<file path="src/rtl/clk_div_pkg.sv">
// Shared defaults and helpers for the multi-channel clock divider.
package clk_div_pkg;

  localparam int CNT_W_DEF    = 26;
  localparam int DIV_INIT_DEF = 33_333_334;  // 3 Hz from 100 MHz

  // Rounded-up half of a divisor, widened by one bit so N = all-ones cannot wrap.
  function automatic logic [32:0] half_ceil(input logic [31:0] n);
    return ({1'b0, n} + 33'd1) >> 1;
  endfunction

endpackage

</file>
<file path="src/rtl/clk_div_ch.sv">
// One divider channel: counter, applied/shadow divisor, pending flag and registered outputs.
module clk_div_ch
  import clk_div_pkg::*;
#(
  parameter int CNT_W    = CNT_W_DEF,
  parameter int DIV_INIT = DIV_INIT_DEF
) (
  input  logic             clk,
  input  logic             rst,
  input  logic             en,
  input  logic             sync,
  input  logic             we,
  input  logic [CNT_W-1:0] wdata,
  output logic             div_clk,
  output logic             tick,
  output logic             pend
);

  logic [CNT_W-1:0] cnt;
  logic [CNT_W-1:0] div_act;
  logic [CNT_W-1:0] div_shd;
  logic [CNT_W-1:0] shd_eff;
  logic [CNT_W:0]   half;
  logic             halted;
  logic             boundary;

  assign halted   = (div_act == '0);
  assign boundary = en && !halted && (cnt == div_act - CNT_W'(1));
  // A write landing on the boundary or sync cycle is applied straight away.
  assign shd_eff  = we ? wdata : div_shd;
  assign half     = (CNT_W+1)'(half_ceil(32'(div_act)));

  always_ff @(posedge clk or posedge rst) begin
    if (rst) begin
      cnt     <= '0;
      div_act <= CNT_W'(DIV_INIT);
      div_shd <= CNT_W'(DIV_INIT);
      pend    <= 1'b0;
      div_clk <= 1'b0;
      tick    <= 1'b0;
    end else begin
      tick <= boundary;
      if (halted) begin
        div_clk <= 1'b0;
      end else if (en) begin
        div_clk <= ({1'b0, cnt} < half);
      end

      if (we) begin
        div_shd <= wdata;
      end

      if (sync || boundary) begin
        cnt     <= '0;
        div_act <= shd_eff;
        pend    <= 1'b0;
      end else if (halted) begin
        // A halted channel never reaches a boundary, so wake it from the shadow.
        cnt  <= '0;
        pend <= we;
        if (pend) begin
          div_act <= div_shd;
        end
      end else begin
        if (en) begin
          cnt <= cnt + CNT_W'(1);
        end
        if (we) begin
          pend <= 1'b1;
        end
      end
    end
  end

endmodule

</file>
<file path="src/rtl/clk_div_multi.sv">
// Multi-channel programmable clock divider: decodes divisor writes and fans out sync.
module clk_div_multi
  import clk_div_pkg::*;
#(
  parameter  int NUM_CH   = 2,
  parameter  int CNT_W    = CNT_W_DEF,
  parameter  int DIV_INIT = DIV_INIT_DEF,
  localparam int CH_W     = (NUM_CH > 1) ? $clog2(NUM_CH) : 1
) (
  input  logic              clk_100MHz,
  input  logic              rst,
  input  logic [NUM_CH-1:0] en,
  input  logic              sync,
  input  logic              cfg_we,
  input  logic [CH_W-1:0]   cfg_ch,
  input  logic [CNT_W-1:0]  cfg_div,
  output logic [NUM_CH-1:0] clk_o,
  output logic [NUM_CH-1:0] tick_o,
  output logic [NUM_CH-1:0] pend_o
);

  logic [NUM_CH-1:0] ch_we;

  generate
    for (genvar gi = 0; gi < NUM_CH; gi++) begin : g_ch
      // Addresses at or beyond NUM_CH match no channel and are dropped.
      assign ch_we[gi] = cfg_we && (cfg_ch == CH_W'(gi));

      clk_div_ch #(
        .CNT_W    (CNT_W),
        .DIV_INIT (DIV_INIT)
      ) u_ch (
        .clk     (clk_100MHz),
        .rst     (rst),
        .en      (en[gi]),
        .sync    (sync),
        .we      (ch_we[gi]),
        .wdata   (cfg_div),
        .div_clk (clk_o[gi]),
        .tick    (tick_o[gi]),
        .pend    (pend_o[gi])
      );
    end
  endgenerate

endmodule
</file>
<file path="config.mk">
export PLATFORM = sky130hd
export DESIGN_NAME = clk_div_multi
export DESIGN_NICKNAME = d
export VERILOG_FILES = /design/src/rtl/clk_div_pkg.sv /design/src/rtl/clk_div_ch.sv /design/src/rtl/clk_div_multi.sv
export SDC_FILE = /design/constraint.sdc
export NUM_CORES = 1
export LEC_CHECK = 0
export ABC_AREA = 1
export CAP_MARGIN = 5
export CORE_MARGIN = 2
export CORE_UTILIZATION = 45
export DETAILED_ROUTE_END_ITERATION = 7
export GPL_ROUTABILITY_DRIVEN = 0
export HOLD_SLACK_MARGIN = 0.1
export PLACE_DENSITY = 0.69
export SETUP_SLACK_MARGIN = 0.15
export SYNTH_ARGS = -nofsm -noshare
export SYNTH_HDL_FRONTEND = slang
export SYNTH_SLANG_ARGS = --single-unit
</file>
<file path="constraint.sdc">
create_clock -name clk_100MHz -period 7.5 [get_ports clk_100MHz]
set_input_delay 2.25 -clock clk_100MHz [delete_from_list [all_inputs] [get_ports clk_100MHz]]
set_output_delay 2.25 -clock clk_100MHz [all_outputs]
set_load 0.005 [all_outputs]
</file>
Word-level counts from Yosys, hierarchy flattened
Index checks and enable logic that the tools add are counted.
W data, S select, Z words.
{ "word_totals": {"regBits": 162, "in_bits": 33, "out_inout_bits": 6} }
{ "classes": {"n_addsub": 6, "magnitude_cmp": 2, "n_eq_ne": 2, "mux": 24, "bitwise": 1, "reduce_logical": 24} }
{ "op_table": {"columns": ["operator", "count"], "rows": [
  ["$mux W26", 14],
  ["$add A26 B1 Y27 const B", 2],
  ["$lt A26 B27 Y1", 2],
  ["$add A26 B1 Y26 const B", 2],
  ["$eq A26 B26 Y1", 2],
  ["$logic_not A26 Y1", 2],
  ["$sub A26 B1 Y26 const B", 2],
  ["$reduce_bool A2 Y1", 6],
  ["$reduce_bool A3 Y1", 4],
  ["$mux W1", 10],
  ["$logic_and A1 B1 Y1", 6],
  ["$reduce_and A2 Y1", 2],
  ["$logic_not A1 Y1", 2],
  ["$logic_or A1 B1 Y1", 2],
  ["$not A1 Y1", 1]
]} }

Longest topological paths before layout
Gate-level depths: netlist of the first run.
{ "logic_depth": {"depth_word": 7, "ltp_mapped": 19, "depth_no_buf": 18} }

Hierarchy
A second synthesis of the first run with hierarchy kept.
{ "unflattened": {"cells_unflattened": 1851, "area_unflattened_um2": 12842.3} }
{ "by_module_without_submodules": {"columns": ["module", "n_inst", "cells_per_inst", "area_each_um2", "seq_area_each_um2"], "rows": [
  ["clk_div_ch at g_ch[1].u_ch", 1, 924, 6428.7, 2059.5],
  ["clk_div_ch at g_ch[0].u_ch", 1, 923, 6396.1, 2059.5],
  ["clk_div_multi", 1, 4, 17.5, 0.0]
]} }

Worst setup path after synthesis of the first run
OpenSTA, ideal clock, no wires.
{ "synth_path": {"kind": "in2reg", "startpoint": "in en[0]", "endpoint": "reg g_ch[0].u_ch.div_act[3]", "setup_ps": 125, "t_arrival_ps": 3194, "t_required_ps": 7375, "slack_ps": 4180, "path_stages": 11, "path_cell_list": "inv_1 -> nor2_1 -> nand3_1 -> nor2_1 -> nand2_1 -> nor2_1 -> nand2_1 -> buf_6 -> buf_4 -> nand3_1 -> nand3_1"} }
{ "synth_via": {"elab_chain_len": 5, "word_cells_on_any_way": 7, "classes_between": "mux (1); reduce/logical (6)"} }
{ "synth_lines": {"columns": ["item", "line", "source"], "rows": [
  ["start: declaration", "clk_div_multi.sv:12", "input logic [NUM_CH-1:0] en,"],
  ["$logic_and A1 B1 Y1 (*) (2 in series)", "clk_div_ch.sv:28", "assign boundary = en && !halted && (cnt == div_act - CNT_W'(1));"],
  ["$logic_or A1 B1 Y1 (*)", "clk_div_ch.sv:53", "if (sync || boundary) begin"],
  ["$reduce_bool A2 Y1 (no line)", null, null],
  ["$reduce_and A2 Y1 (no line)", null, null],
  ["end signal: assignment", "clk_div_ch.sv:36", "div_act <= CNT_W'(DIV_INIT);"],
  ["end signal: assignment", "clk_div_ch.sv:62", "div_act <= div_shd;"],
  ["end: declaration", "clk_div_ch.sv:20", "logic [CNT_W-1:0] div_act;"]
]} }
Mark *: on every way between the ends. The rest lies on a longest branch, timed or not.
A chain may end at the register's enable or synchronous reset.

Final worst setup path of the first run
{ "layout_path": {"startpoint": "in sync", "endpoint": "reg g_ch[1].u_ch.cnt[20]"} }
{ "layout_via": {"elab_chain_len": 2, "word_cells_on_any_way": 3, "classes_between": "mux (1); reduce/logical (2)"} }
{ "layout_lines": {"columns": ["item", "line", "source"], "rows": [
  ["start: declaration", "clk_div_multi.sv:13", "input logic sync,"],
  ["$logic_or A1 B1 Y1 (*)", "clk_div_ch.sv:53", null],
  ["$reduce_bool A3 Y1 (no line) / $mux W26 (equally long branches)", null, null],
  ["end signal: assignment", "clk_div_ch.sv:66", "cnt <= cnt + CNT_W'(1);"],
  ["end: declaration", "clk_div_ch.sv:19", "logic [CNT_W-1:0] cnt;"]
]} }
Marks and branches as above.

==> results of run 1 <==
==> cell usage after synthesis, types with 41 or more instances <==
cell type  number  share of area, %
a21oi_1        76               3.0
dfrtp_1       110                22
dfstp_2        52                11
ha_1           58               5.7
inv_1         197               5.9
nand2_1       382                11
nand3_1       158               6.3
nand4_1        58               2.9
nor2_1        240               7.1
o21ai_0        47               1.9
xnor2_1        41               2.8
xor2_1         93               6.5
==> power groups by stage <==
stage	clock [uW]	sequential, uW	combinational (uW)
after floorplan	0	1030	477
after global placement	0	1120	498
after detailed placement	0	1120	513
after CTS	919	1110	517
after global routing	957	1120	596
final	903	1110	519
==> cells by family (layout without fill, tap and decap cells) <==
logic type                 Yosys count  after routing
AOI/OAI and AO/OA                  143            143
xor gates and xnor gates           135            135
adders and majority gates           58             58
buffers and inverters              295            280
DFF                                162            162
and+or+nand+nor                    977            977
==> layout by cell type (no fill, tap or decap), types with 3 or more instances in the layout <==
cell type	synthesis	layout
a211oi_1	4	4
a21oi_1	76	76
buf_4	13	7
clkbuf_16	0	18
clkdlybuf4s50_1	0	38
dfrtp_1	110	110
dfstp_2	52	52
ha_1	58	58
inv_1	197	196
inv_2	6	6
inv_6	0	3
inv_8	0	5
nand2_1	382	381
nand2_2	9	10
nand2_4	3	3
nand3_1	158	158
nand3_4	3	3
nand3b_1	12	12
nand4_1	58	58
nor2_1	240	240
nor2_2	16	16
nor2_4	12	12
nor2_8	4	4
nor3_1	31	31
nor4_1	9	9
o2111ai_1	3	3
o21ai_0	47	47
or2_2	29	29
xnor2_1	41	41
xor2_1	93	93
==> state kept, by name, summed over array words and instances (netlist names) <==
name,flops
g_ch.u_ch.div_shd,52
g_ch.u_ch.pend,2
g_ch.u_ch.div_clk,2
g_ch.u_ch.div_act,52
g_ch.u_ch.cnt,52
g_ch.u_ch.tick,2
==> critical path, delay by kind of cell <==
| family | cells | cell delay [ns] |
|---|---|---|
| AND/OR/NAND/NOR | 2 | 0.55 |
| buffers and inverters | 3 | 1.65 |
==> how the worst max path moves through the flow <==
stage / start / to / cells after the start
final: sync / g_ch[1].u_ch.cnt[20] / 5
after global routing: sync / g_ch[1].u_ch.cnt[18] / 8
after CTS: sync / g_ch[1].u_ch.cnt[20] / 5
after detailed placement: sync / g_ch[1].u_ch.cnt[20] / 5
after global placement: sync / g_ch[1].u_ch.cnt[23] / 5
after floorplan: rst / g_ch[0].u_ch.cnt[0] / 1
==> through the flow <==
step | power (uW) | hold WS, ns | util (%) | instances
after floorplan | 1503 | 0.4658 | - | 1770
after global placement | 1617 | 0.4793 | 47.03 | 2101
after detailed placement | 1634 | 0.4891 | 47.03 | 2101
after CTS | 2542 | 0.5008 | 49.18 | 2133
after global routing | 2673 | 0.5080 | 49.18 | 2133
final | 2533 | 0.4966 | 49.18 | 2133
==> final cells by class <==
| class | instances | area share (%) |
|---|---|---|
| Multi-Input combinational cell | 1313 | 53.12 |
| Clock inverter | 13 | 1.038 |
| Timing Repair Buffer | 45 | 3.178 |
| Inverter | 203 | 5.630 |
| Clock buffer | 19 | 3.334 |
| Tap cell | 378 | 3.471 |
| Sequential cell | 162 | 30.23 |
==> layer usage <==
metal / GRT usage (%) / up-vias
met5: 0 / -
met4: 7.185 / 0
met3: 3.037 / 54
met2: 34.15 / 337
met1: 34.44 / 5397
li1: - / 5599
==> impl_metrics.ini, run 1 <==
[placed_design]
dpl_cell_area_mm2 = 0.01303
hpwl_um = 23900
place_ws_ns = 2.896
portBuffers = 38

[logic_synthesis]
syn-cell-area_mm2 = 0.01263
avgSynthCellArea_um2 = 7.135
synth-compound-area-share_pct = 6.093
synth_async_sr_flop_share_pct = 100.0
synthAdderAreaFrac_pct = 5.747
ys_types = 47
synthSimpleGateAreaFrac_pct = 35.98
ys_ff_latch = 162
ys.flop_type = dfrtp_1
synthMuxAreaShare_pct = 0
synth_top_family_by_area = simple AND/OR/NAND/NOR gates
synth_edf_count = 0
yosys_warnings = 0
synth_seq_area_share_pct = 32.62
syn_inst = 1770
synth_nets = 1861
synth-xor-area-share_pct = 9.472

[run_status]
outcome = complete, no violations

[cells_and_area]
seqCellArea_mm2 = 0.004119
nets = 1833
area_growth_pct = 7.887
drive_above_1_share_pct = 10.37
n_fill_cell = 2700
antenna_cells = 0
multi_input_area_mm2 = 0.007237
design_area_mm2 = 0.01362

[clocking]
cts_tree = done
cts.sinks = 162
cts_buffers = 17
cts_resized = 0
clock_latency_ns = 0.45
htreeDepth = 4
clockRootBuffer = clkbuf_16
cts_setup_buffers = 0
clkTransAtPathRegs_ns = 0.07
cts_hold_buf = 0
cts.path.max_buffers = 2

[global_routing]
grt_pass1_wl_um = 53410
grt.overflow.total = 0
grt_use_total_pct = 22.98
grt_max_degree = 112
antenna_found_initial = 0
grt_pass1_vias = 10342

[worst_hold_path]
hp-class = reg -> reg
hold_depth = 2
hp-start = g_ch[0].u_ch.div_shd[2]
hold_path_end = g_ch[0].u_ch.div_shd[2]

[pwr]
p_comb_share_pct = 20.5
p_clk_share_pct = 35.7
powerDensity_mw_per_mm2 = 185.9
p_sw_share_pct = 33.92
internal_power_uw = 1674
p_sw_uw = 859.1
p_leak_uw = 0.006516
pwr-share-seq_pct = 43.8
ir_worst_vdd_uv = 142.7

[setup_path]
r2r_slack_ns = 3.88
path_cells = clkdlybuf4s50_1 > inv_2 > buf_4 > nand3_4 > nor2_1
r2r-end = g_ch[1].u_ch.div_clk
rr_worst_depth = 15
end_kind = flip-flop
arrival_ns = 4.51
start_kind = input pin
crit_fanout = 49
crit_slowest_cell = buf_4
required_ns = 7.86
worstReg2RegStart = g_ch[1].u_ch.div_act[2]
path_class = in -> reg
critical-path-max-stage-delay_ns = 0.62

[die]
io_pins = 39
core_area_mm2 = 0.02771
dieHeight_um = 171.5
start_util_pct = 45.58
die-area_mm2 = 0.02942
die_w_um = 171.5
rows = 61

[detailed_routing]
wirelength_um = 32760
met1_length_um = 15840
vias = 11387
vias_per_cell = 5.338
drtPass1Iterations = 5
routedWlPerCell_um = 15.36
top_layer = met4
ant_nets = 0
drc = 0
wl_met3_um = 1875
drt_iter0_drc = 959
route.met2.wl_um = 14240

[sta]
worst_slew_pin_slew_ns = 1.033
final-setup-viol-count = 0
slew_violations = 0
clock_skew_ns = 0.01269
setup_ws_ns = 3.354
timing.final.crit_share_pct = 55.28
tns_ns = 0
maxSlewHeadroom_pct = 31.12
min_period_ns = 4.146
max_freq_mhz = 241.2
hold_viol_final = 0
rsz0062_at_grt = no

[job]
maxCapViolCount = 0
Note: power is estimated with default switching activity, not from simulation.
==> inputs of run 2 (changes only) <==
Settings changed: PLACE_DENSITY 0.69 to 0.72.
Clock period 7.5 ns to 3.8 ns, I/O delays scaled along.
==> run 2 against run 1 <==
Clock power increased by 84%. Setup slack got worse by 2.8 ns. Sequential share of layout area decreased by 0.13 points. Critical path type is now reg -> reg. Global-route usage decreased by 0.52 points. Via count about the same. Highest routed layer unchanged. Combinational power increased by 100%. Register-to-register slack got worse by 3.4 ns.
==> impl_metrics.ini, run 2 (synthesis gave the netlist of run 1 again) <==
[run_status]
outcome = complete, no violations

[die]
start_util_pct = 45.58
die-area_mm2 = 0.02942
die_w_um = 171.5
core_area_mm2 = 0.02771
rows = 61
dieHeight_um = 171.5
io_pins = 39

[detailed_routing]
ant_nets = 0
drc = 0
routedWlPerCell_um = 15.01
drtPass1Iterations = 7
drt_iter0_drc = 904
vias = 11392
vias_per_cell = 5.331
wirelength_um = 32080

[clocking]
clockRootBuffer = clkbuf_16
cts_tree = done
clkTransAtPathRegs_ns = 0.07
cts_buffers = 17
clock_latency_ns = 0.44
cts.sinks = 162
htreeDepth = 4
cts.path.max_buffers = 2

[worst_hold_path]
hp-start = g_ch[0].u_ch.div_shd[13]
hp-class = reg -> reg

[sta]
setup_ws_ns = 0.5150
worst_slew_pin_slew_ns = 0.8752
slew_violations = 0
clock_skew_ns = 0.01042
max_freq_mhz = 304.4
hold_viol_final = 0
timing.final.crit_share_pct = 86.45
rsz0062_at_grt = no
tns_ns = 0
min_period_ns = 3.285
maxSlewHeadroom_pct = 41.59
final-setup-viol-count = 0

[global_routing]
grt_pass1_wl_um = 53100
grt_use_total_pct = 22.46
grt_pass1_vias = 10667
grt_max_degree = 88
antenna_found_initial = 0
grt.overflow.total = 0

[cells_and_area]
nets = 1837
area_growth_pct = 8.362
reg_top3 = g_ch.u_ch.cnt x52, g_ch.u_ch.div_act x52, g_ch.u_ch.div_shd x52
final_common_cell = nand2_1
final_cell_mix = nand2_1 (380), nor2_1 (238), inv_1 (196)
drive_above_1_share_pct = 10.86
antenna_cells = 0
postLayoutCoreUtil_pct = 49.39

[pwr]
powerDensity_mw_per_mm2 = 356.2
ir_worst_vdd_uv = 347.1
p_leak_uw = 0.006540

[placed_design]
hpwl_um = 23500
place_ws_ns = 0.4828
portBuffers = 38

[setup_path]
cpMostUsedCell = nand2_1
path_class = reg -> reg
crit_fanout = 4
critical-path-max-stage-delay_ns = 0.56
crit_start = g_ch[0].u_ch.div_act[1]
required_ns = 4.12
start_kind = flip-flop
path_cells = ha_1 > nand3_1 > nor2_1 > nand2_1 > nor2_1 > nand2_1 > nor2_1 > nand4_1 > nor3_2 > nand2_1 > nor2_1 > xnor2_1 > ha_1 > nand2_1 > o21ai_0 > a21oi_1 > o2111ai_1 > nand2_1
arrival_ns = 3.60
end_kind = flip-flop
crit_slowest_cell = dfstp_2
worstReg2RegStart = g_ch[0].u_ch.div_act[1]

[job]
maxCapViolCount = 0
-- run 2: changes by cell type in the layout (fill, tap and decap cells not counted) --
cell	delta
buf_12	+4
inv_8	-4
inv_6	+3
nor3_1	-3
nor3_2	+3
clkinv_2	+2
nor2_1	-2
nor2_2	+2
bufinv_16	-1
clkbuf_1	+1
clkinvlp_4	-1
nand2_1	-1
nand2_2	+1
-- run 2: layer usage --
layer  vias to the layer above  routed length, um  GRT usage, %
met5                         -                  0             0
met1                      5388              15130         32.13
li1                       5598                  -             -
met2                       346              14390         34.90
met3                        60               1825         3.244
met4                         0                735         7.259
-- run 2: path summary, 6_finish.rpt --
kind | endpoint | slack [ns] | depth (start not counted)
setup / recovery | g_ch[0].u_ch.div_clk | 0.52 | 18
max in group asynchronous | g_ch[1].u_ch.div_act[2] | 1.78 | 3
hold / removal | g_ch[0].u_ch.div_shd[13] | 0.49 | 2
hold reg to reg | g_ch[0].u_ch.div_shd[13] | 0.49 | 2
setup reg to reg | g_ch[0].u_ch.div_clk | 0.52 | 18
min in group asynchronous | g_ch[0].u_ch.div_act[25] | 1.22 | 2
-- run 2: critical path, delay by kind of cell (launching register included) --
family | cells | cell delay [ns]
AO/OA/AOI/OAI | 3 | 0.44
flip-flops | 1 | 0.56
AND/OR/NAND/NOR | 12 | 1.60
XOR/XNOR | 1 | 0.10
adder cells (fa/ha/maj) | 2 | 0.46
-- run 2: stage by stage --
stage | hold WS (ns) | cell area [um^2] | std cells | total power, uW
4_1_cts | 0.4928 | 13660 | 2137 | 4894
2_1_floorplan | 0.4658 | 12630 | 1770 | 2967
6_report | 0.4921 | 13680 | 2137 | 4874
3_3_place_gp | 0.4797 | 13110 | 2105 | 3183
3_5_place_dp | 0.4792 | 13110 | 2105 | 3219
5_1_grt | 0.5081 | 13680 | 2137 | 5140
-- run 2: cell type report --
class / instances / area, um^2
Clock inverter: 12 / 96.34
Fill cell: 2704 / 14020
Clock buffer: 20 / 457.9
Multi-Input combinational cell: 1313 / 7259
Inverter: 203 / 765.7
Sequential cell: 162 / 4119
Tap cell: 378 / 473.0
Timing Repair Buffer: 49 / 513.0
-- run 2: repair_timing --
item / in CTS / in global routing
hold buffers: 0 / 0
buffers inserted: 0 / 0
endpoints found under the setup margin: 0 / 2
resized for setup: 0 / 5
-- run 2: where the power goes --
| group | switching, uW | internal [uW] | total [uW] |
|---|---|---|---|
| Clock | 772 | 892 | 1660 |
| Sequential | 238 | 1940 | 2170 |
| Combinational | 631 | 407 | 1040 |
| Total | 1640 | 3230 | 4870 |
==> inputs of run 3 (changes only) <==
Settings changed: CELL_PAD_IN_SITES_DETAIL_PLACEMENT set to 1, CELL_PAD_IN_SITES_GLOBAL_PLACEMENT set to 2, CORE_UTILIZATION 45 to 33, PLACE_DENSITY 0.72 to 0.85.
==> run 3 against run 2 <==
Via count grew 0.42%. Sequential cell count is the same. Register-to-register slack lost 0.12 ns. Critical path depth shrank 3. Highest routed layer unchanged.
==> impl_metrics.ini, run 3 (synthesis gave the netlist of run 1 again) <==
[run_status]
outcome = complete, no violations

[pwr]
p_leak_uw = 0.006569
p_sw_uw = 1777
ir_worst_vdd_uv = 363.8
internal_power_uw = 3227
p_comb_share_pct = 21.6
powerDensity_mw_per_mm2 = 360.2
p_clk_share_pct = 34.4
p_sw_share_pct = 35.51
pwr-share-seq_pct = 43.9

[sta]
final-setup-viol-count = 0
hold_viol_final = 0
slew_violations = 0
setup_ws_ns = 0.3977
min_period_ns = 3.402
rsz0062_at_grt = yes
tns_ns = 0
max_freq_mhz = 293.9
worst_slew_pin_slew_ns = 0.7992
timing.final.crit_share_pct = 89.53
clock_skew_ns = 0.01313
maxSlewHeadroom_pct = 46.66

[placed_design]
place_inst = 2243
portBuffers = 38
place_ws_ns = 0.3053
hpwl_um = 30280

[setup_path]
crit_fanout = 7
end_kind = flip-flop
arrival_ns = 3.80
path_class = reg -> reg
start_kind = flip-flop
required_ns = 4.19

[die]
die-area_mm2 = 0.03985
io_pins = 39
dieHeight_um = 199.6
rows = 71
die_w_um = 199.6
start_util_pct = 33.53
core_area_mm2 = 0.03767

[global_routing]
grt_pass1_vias = 11668
grt_pass1_wl_um = 64740
antenna_found_initial = 0
grt.overflow.total = 0
grt_use_total_pct = 21.08
grt_max_degree = 88

[clocking]
cts_setup_buffers = 0
cts_buffers = 17
cts.sinks = 162
clkTransAtPathRegs_ns = 0.07
htreeDepth = 4
clock_latency_ns = 0.47
cts.path.max_buffers = 2
clockRootBuffer = clkbuf_16
cts_hold_buf = 0
cts_tree = done
cts_resized = 0

[detailed_routing]
vias_per_cell = 5.029
vias = 11440
routedWlPerCell_um = 17.43
drc = 0
wirelength_um = 39660
drt_iter0_drc = 733
ant_nets = 0
drtPass1Iterations = 5

[cells_and_area]
n_fill_cell = 4764
fin_cells = 2275
nets = 1842
postLayoutCoreUtil_pct = 36.88
seqCellArea_mm2 = 0.004119
multi_input_area_mm2 = 0.007252
area_growth_pct = 10.01
reg_top3 = g_ch.u_ch.cnt x52, g_ch.u_ch.div_act x52, g_ch.u_ch.div_shd x52
final_cell_mix = nand2_1 (381), nor2_1 (240), inv_1 (196)
final_common_cell = nand2_1
drive_above_1_share_pct = 11.00
antenna_cells = 0

[job]
maxCapViolCount = 0

[worst_hold_path]
hp-class = reg -> reg
==> run 3: cell types whose count changed in the layout (fill, tap and decap cells not counted), sizes merged <==
cell    delta
buf        +5
clkbuf     -1
clkinv     +2
inv        -1
==> run 3: final timing paths <==
check | end | startpoint | slack, ns | depth (start not counted)
setup / recovery | g_ch[1].u_ch.div_clk | g_ch[1].u_ch.div_act[2] | 0.40 | 15
hold / removal | g_ch[0].u_ch.div_shd[15] | g_ch[0].u_ch.div_shd[15] | 0.50 | 2
setup reg to reg | g_ch[1].u_ch.div_clk | g_ch[1].u_ch.div_act[2] | 0.40 | 15
hold reg to reg | g_ch[0].u_ch.div_shd[15] | g_ch[0].u_ch.div_shd[15] | 0.50 | 2
max in group asynchronous | g_ch[0].u_ch.div_shd[2] | rst | 1.87 | 3
min in group asynchronous | g_ch[0].u_ch.div_shd[11] | rst | 1.12 | 2
==> run 3: power groups by stage <==
| stage | sequential (uW) | combinational, uW | clock [uW] |
|---|---|---|---|
| after floorplan | 2020 | 943 | 0 |
| after global placement | 2220 | 1040 | 0 |
| after detailed placement | 2230 | 1080 | 0 |
| after CTS | 2200 | 1090 | 1780 |
| after global routing | 2220 | 1250 | 1830 |
| final | 2200 | 1080 | 1720 |
==> run 3: worst max-delay path, stage by stage, from the launching register on <==
cell      delay (ns)
dfstp_2         0.62
inv_1           0.10
nor3_2          0.23
nand3_1         0.19
nor2_2          0.17
nand2_1         0.09
nor3_1          0.29
nand3_1         0.22
nor3_2          0.24
nand2_1         0.11
xor2_1          0.15
ha_1            0.31
a21o_1          0.19
a21oi_1         0.14
o211ai_1        0.12
o21ai_0         0.17
==> run 3: through the flow <==
| stage | total power (uW) | hold WS, ns | instance area, um^2 |
|---|---|---|---|
| 3_3_place_gp | 3260 | 0.4796 | 13310 |
| 6_report | 5003 | 0.5004 | 13890 |
| 2_1_floorplan | 2967 | 0.4658 | 12630 |
| 5_1_grt | 5298 | 0.5316 | 13890 |
| 3_5_place_dp | 3307 | 0.4877 | 13310 |
| 4_1_cts | 5062 | 0.4995 | 13880 |
==> run 3: per-layer routing <==
metal  global-route usage, %  routed length, um  part of all wire, %
met5                       0                  0                    0
met2                   32.97              17890                   45
met1                   30.35              19890                   50
met3                   2.734               1264                  3.2
met4                   5.844                622                  1.6
==> run 3: area by class of cell <==
type                    count  share of cell area, %
clock buffers              19                  3.188
flip-flops and latches    162                  29.65
multi-input cells        1313                  52.20
inverters                 203                  5.512
well taps                 511                  4.602
repair buffers             54                  3.963
clock inverters            13                 0.8826
